<file path="src/rtl/lif_chain_sequencer.sv">
// lif_chain_sequencer
// Time-multiplexed controller for a NUM_STAGES-deep chain of leaky
// integrate-and-fire stages sharing one neuron-update engine. All membrane
// potentials live here. Each timestep sweeps the stages from the last down to
// stage 0. A stage therefore always reads its predecessor's value from the
// previous timestep, which matches one clock of a fully parallel registered
// chain.
//
// Ports:
//   clk, rst     clock, asynchronous active-high reset
//   start        request one sweep (accepted only when idle)
//   clear        zero all membrane potentials (honoured only when idle)
//   ext_in       synaptic current for stage 0, latched when start is accepted
//   eng_valid    operands below are valid for the engine
//   eng_ready    engine accepts the operands; eng_v_new is valid in the same cycle
//   eng_stage    index of the stage being updated
//   eng_i_syn    synaptic current for that stage
//   eng_v_prev   stored membrane potential of that stage
//   eng_v_new    updated membrane potential returned by the engine
//   busy         sweep in progress (ISSUE or DONE)
//   done         one-cycle pulse at the end of a sweep
//   result       last stage's membrane potential, registered
//   overrun      sticky: start was seen while busy
module lif_chain_sequencer #(
  parameter int unsigned NUM_STAGES = 7,
  parameter int unsigned WIDTH      = 8,
  localparam int unsigned SW        = (NUM_STAGES <= 2) ? 1 : $clog2(NUM_STAGES)
) (
  input  logic             clk,
  input  logic             rst,
  input  logic             start,
  input  logic             clear,
  input  logic [WIDTH-1:0] ext_in,
  output logic             eng_valid,
  input  logic             eng_ready,
  output logic [SW-1:0]    eng_stage,
  output logic [WIDTH-1:0] eng_i_syn,
  output logic [WIDTH-1:0] eng_v_prev,
  input  logic [WIDTH-1:0] eng_v_new,
  output logic             busy,
  output logic             done,
  output logic [WIDTH-1:0] result,
  output logic             overrun
);

  localparam logic [SW-1:0] LastStage = SW'(NUM_STAGES - 1);

  typedef enum logic [1:0] {StIdle, StIssue, StDone} state_e;

  state_e           state_q, state_d;
  logic [WIDTH-1:0] v_q [NUM_STAGES];
  logic [WIDTH-1:0] ext_q;
  logic [SW-1:0]    stage_q;
  logic [SW-1:0]    prev_stage;
  logic [WIDTH-1:0] result_q;
  logic             overrun_q;
  logic             xfer;

  assign xfer       = (state_q == StIssue) && eng_ready;
  assign prev_stage = stage_q - SW'(1);

  // State register
  always_ff @(posedge clk or posedge rst) begin
    if (rst) begin
      state_q <= StIdle;
    end else begin
      state_q <= state_d;
    end
  end

  // Next-state logic
  always_comb begin
    state_d = state_q;
    unique case (state_q)
      StIdle:  if (start) state_d = StIssue;
      StIssue: if (eng_ready && (stage_q == '0)) state_d = StDone;
      StDone:  state_d = StIdle;
      default: state_d = StIdle;
    endcase
  end

  // Outputs; eng_valid decodes the state register so it drops with rst.
  always_comb begin
    eng_valid  = (state_q == StIssue);
    busy       = (state_q != StIdle);
    done       = (state_q == StDone);
    eng_stage  = stage_q;
    eng_v_prev = v_q[stage_q];
    // prev_stage wraps when stage_q is 0; that read is discarded by the mux.
    eng_i_syn  = (stage_q == '0) ? ext_q : v_q[prev_stage];
    result     = result_q;
    overrun    = overrun_q;
  end

  // Datapath: membrane store, latched input, stage counter, flags
  always_ff @(posedge clk or posedge rst) begin
    if (rst) begin
      for (int i = 0; i < NUM_STAGES; i++) v_q[i] <= '0;
      ext_q     <= '0;
      stage_q   <= '0;
      result_q  <= '0;
      overrun_q <= 1'b0;
    end else begin
      if (state_q == StIdle) begin
        // Clear and start together: the sweep then reads zeroed potentials.
        if (clear) begin
          for (int i = 0; i < NUM_STAGES; i++) v_q[i] <= '0;
        end
        if (start) begin
          ext_q   <= ext_in;
          stage_q <= LastStage;
        end
      end
      if (xfer) begin
        v_q[stage_q] <= eng_v_new;
        if (stage_q == LastStage) result_q <= eng_v_new;
        if (stage_q != '0) stage_q <= prev_stage;
      end
      if (start && (state_q != StIdle)) overrun_q <= 1'b1;
    end
  end

endmodule

</file>
<file path="config.mk">
export PLATFORM = sky130hd
export DESIGN_NAME = lif_chain_sequencer
export DESIGN_NICKNAME = d
export VERILOG_FILES = /design/src/rtl/lif_chain_sequencer.sv
export SDC_FILE = /design/constraint.sdc
export NUM_CORES = 1
export LEC_CHECK = 0
export ABC_CLOCK_PERIOD_IN_PS = 3900
export CORE_MARGIN = 3
export CORE_UTILIZATION = 56
export CTS_CLUSTER_SIZE = 14
export DETAILED_ROUTE_END_ITERATION = 8
export HOLD_SLACK_MARGIN = 0.15
export PLACE_DENSITY = 0.87
export SLEW_MARGIN = 15
export SYNTH_ARGS = -nofsm -noshare
export SYNTH_HDL_FRONTEND = slang
export SYNTH_SLANG_ARGS = --single-unit
</file>
<file path="constraint.sdc">
create_clock -name clk -period 3.9 [get_ports clk]
set_clock_uncertainty 0.15 [all_clocks]
set_input_delay 1.17 -clock clk [delete_from_list [all_inputs] [get_ports clk]]
set_output_delay 1.17 -clock clk [all_outputs]
set_load 0.01 [all_outputs]
</file>
==> results summary <==
The routed via count came out at roughly 3700. The compound-gate portion of the synthesized area came out at about 15%. Clock-pin slew was measured on the worst setup and hold paths at approximately 0.08 ns.

The reported leakage power came out at approximately 2.2 nW. In the routed design, unresolved DRC markers number 0. The pin count of the biggest net entering global routing is 58.

Counting along the longest clock path gives a buffer depth of 2. The number of violations of the max-capacitance limit is 0. The final hold violation count is 0. Setup repair after global routing left no endpoint under its margin. From synthesis to final layout, the design area changed by 17.8%. For this run, the detailed router's first-pass iteration total came to 5. Synthesis produced 445 cells.

Row generation in the floorplan step produced 31 rows. The sequential area share after synthesis is 45.1%. The total clock buffers created by CTS is 9.

0 antenna diodes ended up in the layout. Synthesis produced a netlist with a net count of 469. The minimum setup slack in the final design is 0.118 ns. The wire length of the first global-routing pass came out at about 19 mm. The count of synthesis-stage warnings from yosys came out at 0. The run finished with clean final reports. Setup total negative slack on the finished layout was measured at 0 ns. Timing would allow up to between 0.2 and 0.3 GHz. The area fraction in and, or, nand and nor cells after synthesis is 17.3%. The initial utilization of the core area, before any placement, comes to between 50% and 60%. The final clock period utilization by the worst path is a little over nine tenths. The number of setup violations in the final report came out at 0. The all-layer global routing usage is ~28%. The share of cells above drive strength 1 is between 15 and 20%. The fill cell total of the finished layout is approximately 560. After the flow finishes, the layout carries non-filler instances totaling 586. The cell area after synthesis came out at approximately 4300 sq um.

The distinct cell type count of the synthesized netlist is 48. The critical path start-end classification is flip-flop to output port. The number of global-route vias before repair is around 3600.

STA classifies the critical path startpoint as a flip-flop. The post-detailed-placement half-perimeter wirelength is roughly 7.7 mm. The post-synthesis mux area share came out at between 10% and 20%. The die covers 8810 sq um. After global routing the overflow that remains totals 0. For the worst-skew pair, the clock arrives at the later sink with an insertion delay of 0.36 ns. The maximum fanout along the worst path is 20. The number of antenna violations at the first check in global routing is 0. The type of destination of the critical path is an output port. The count of boundary I/O pins came out at 52. In the final routed layout, each cell accounts on average for 20.0 um.

For this run, the leading register cell type out of synthesis is dfrtp_1. The required time reported for the critical path endpoint is between 2 and 3 ns. The register bit total from synthesis came out at ~80. The minimum clock period after layout came out at 3.78 ns. The number of nets at the end of the flow came out at about 510. The width of the die came out at 93.9 um. The synthesized netlist devotes less than 1% of its cell area to adder and majority cells. The number of clock sinks seen by CTS came out at between 70 and 80.

The pre-CTS setup slack came out at around 0.17 ns. The cell at the root of the clock tree is clkbuf_8. Counting flops with a built-in enable in the synthesized netlist gives 0. TritonCTS built the clock tree. At the end of routability-driven placement, the weighted congestion stood at 0.895. Once layout is complete, the utilization of the core stands at 69.1%. The synthesized area per cell came out at around 10 sq um. The transition time at the pin with the least slew margin is between 0.8 and 0.9 ns. The cell count after placement came out at ~570.

The post-detailed-routing wire length is between 10 and 15 mm. In the routed layout, each cell is associated on average with a via count of 6.24. The floorplan core area came out at 7370 sq um. The worst relative slew slack came out at 45.2%. The height of the die came out at ~94 um. The class of the tightest hold or removal check is flip-flop to flip-flop. The areal power density over the cells came out at between 800 and 900 nW/um^2. The number of max-slew violations in the final report is 0. VDD sags by at most 373 uV.

The synthesized netlist devotes less than 1% of its cell area to XOR and XNOR gates. In this run the tool buffered the top-level ports with 51 buffer cells. In this run, the number of DRC markers left after iteration 0 of detailed routing was 386.

The detail route stage leaves a number of antenna-violating nets equal to 0. By area, the combinational part of the netlist is dominated by simple AND/OR/NAND/NOR gates. The H-tree generated during clock tree synthesis spans 3 levels. The fraction of registers with async set/reset came out at between 90% and 100%. The data arrival time of the worst path came out at between 2 and 2.5 ns.
-- report_power, final --
| group | total, mW | switching (mW) | internal [mW] |
|---|---|---|---|
| logic | 2.39 | 1.25 | 1.14 |
| registers | 1.41 | 0.281 | 1.13 |
| clock network | 0.616 | 0.303 | 0.313 |
-- layer usage --
| metal | up-vias | wire (um) | track usage [%] |
|---|---|---|---|
| met5 | - | 0 | 0 |
| met4 | 0 | 497 | 14.8 |
| met3 | 43 | 1100 | 6.65 |
| met2 | 244 | 5450 | 43.1 |
| met1 | 1747 | 4700 | 37.1 |
| li1 | 1625 | - | - |
-- cell type report --
class / instances / area [sq um] / share of cell area [%]
sequential: 78 / 1950 / 38.3
inverter: 12 / 45.0 / 0.884
timing repair buffer: 66 / 659 / 12.9
multi-input combinational: 315 / 2110 / 41.5
tap: 99 / 124 / 2.43
clock buffer: 11 / 141 / 2.78
clock inverter: 5 / 58.8 / 1.15
-- registers in the layout, summed over array words and instances, names as in the netlist --
register and flops:
v_q 56, ext_q 8, result 8, eng_stage 3, state_q 2, overrun 1
-- worst max-delay path: stages, from the launching register on --
cell and delay, ns:
dfrtp_1 0.36, buf_4 0.30, and2b_1 0.41, a22oi_1 0.15
o221ai_1 0.27, clkdlybuf4s50_1 0.61
-- repair_timing --
item | in CTS | in global routing
setup buffers | 0 | 3
setup endpoints to repair | 8 | 13
pin swaps | 0 | 1
endpoints found under the hold margin | 0 | 0
hold buffers | 0 | 0
gates resized for setup | 6 | 12
-- path summary, 6_finish.rpt --
path | from | to | slack (ns) | depth (start not counted)
hold reg to reg | overrun | overrun | 0.32 | 1
max in group asynchronous | rst | eng_stage[2] | 1.90 | 3
hold / removal | overrun | overrun | 0.32 | 1
setup reg to reg | eng_stage[1] | v_q[25] | 1.59 | 4
setup / recovery | eng_stage[1] | eng_v_prev[5] | 0.12 | 5
min in group asynchronous | rst | v_q[22] | 1.01 | 2
-- cell usage after synthesis, types with 3 or more instances --
master / instances / area (sq um)
o21ai_0: 56 / 280
mux2_2: 27 / 304
a22oi_1: 7 / 52.6
nor2_1: 18 / 67.6
nand3_1: 10 / 50.1
mux2i_1: 5 / 50.1
mux4_2: 10 / 225
o31ai_1: 8 / 60.1
dfrtp_1: 78 / 1950
buf_4: 5 / 37.5
o22ai_1: 5 / 31.3
o21ai_1: 3 / 15.0
nand2_1: 109 / 409
a21oi_1: 3 / 15.0
clkbuf_1: 10 / 37.5
inv_1: 11 / 41.3
ha_1: 3 / 37.5
buf_6: 8 / 90.1
nor2b_1: 4 / 25.0
a221oi_1: 13 / 114
buf_2: 15 / 75.1
-- cells in the final DEF, fill, tap and decap left out, types with 2 or more instances in the layout --
master | synthesis | final
a21o_1 | 2 | 2
a21oi_1 | 3 | 3
a221oi_1 | 13 | 13
a22oi_1 | 7 | 7
a311oi_1 | 2 | 2
and4_1 | 2 | 2
buf_4 | 5 | 11
buf_6 | 8 | 3
clkbuf_8 | 0 | 10
clkdlybuf4s50_1 | 0 | 43
clkinvlp_4 | 0 | 2
dfrtp_1 | 78 | 77
dlygate4sd2_1 | 0 | 2
dlymetal6s2s_1 | 0 | 6
ha_4 | 0 | 2
inv_1 | 11 | 10
mux2_1 | 2 | 2
mux2_2 | 27 | 27
mux2i_1 | 5 | 5
mux4_2 | 10 | 10
nand2_1 | 109 | 109
nand3_1 | 10 | 10
nand3b_1 | 2 | 2
nor2_1 | 18 | 17
nor2_2 | 2 | 3
nor2b_1 | 4 | 4
nor2b_4 | 1 | 2
nor3_4 | 2 | 2
o21ai_0 | 56 | 56
o21ai_1 | 3 | 3
o21ai_2 | 2 | 2
o22ai_1 | 5 | 5
o31ai_1 | 8 | 8
-- stage by stage --
stage	total power [mW]	hold slack (ns)	instance area (sq um)
after global routing	4.67	0.345	5090
after CTS	4.35	0.318	5040
final	4.42	0.321	5090
after floorplan	2.81	0.330	4320
after global placement	3.61	0.287	4810
after detailed placement	3.70	0.301	4810
-- cells by family (layout without fill, tap and decap cells) --
group | count (synthesis) | in the layout
AOI/OAI and AO/OA | 105 | 105
muxes | 44 | 44
xor gates and xnor gates | 2 | 2
and+or+nand+nor | 161 | 161
adders and majority gates | 3 | 3
DFF | 78 | 78
buffers and inverters | 52 | 94
No activity file was read; power rests on OpenSTA's default activity.
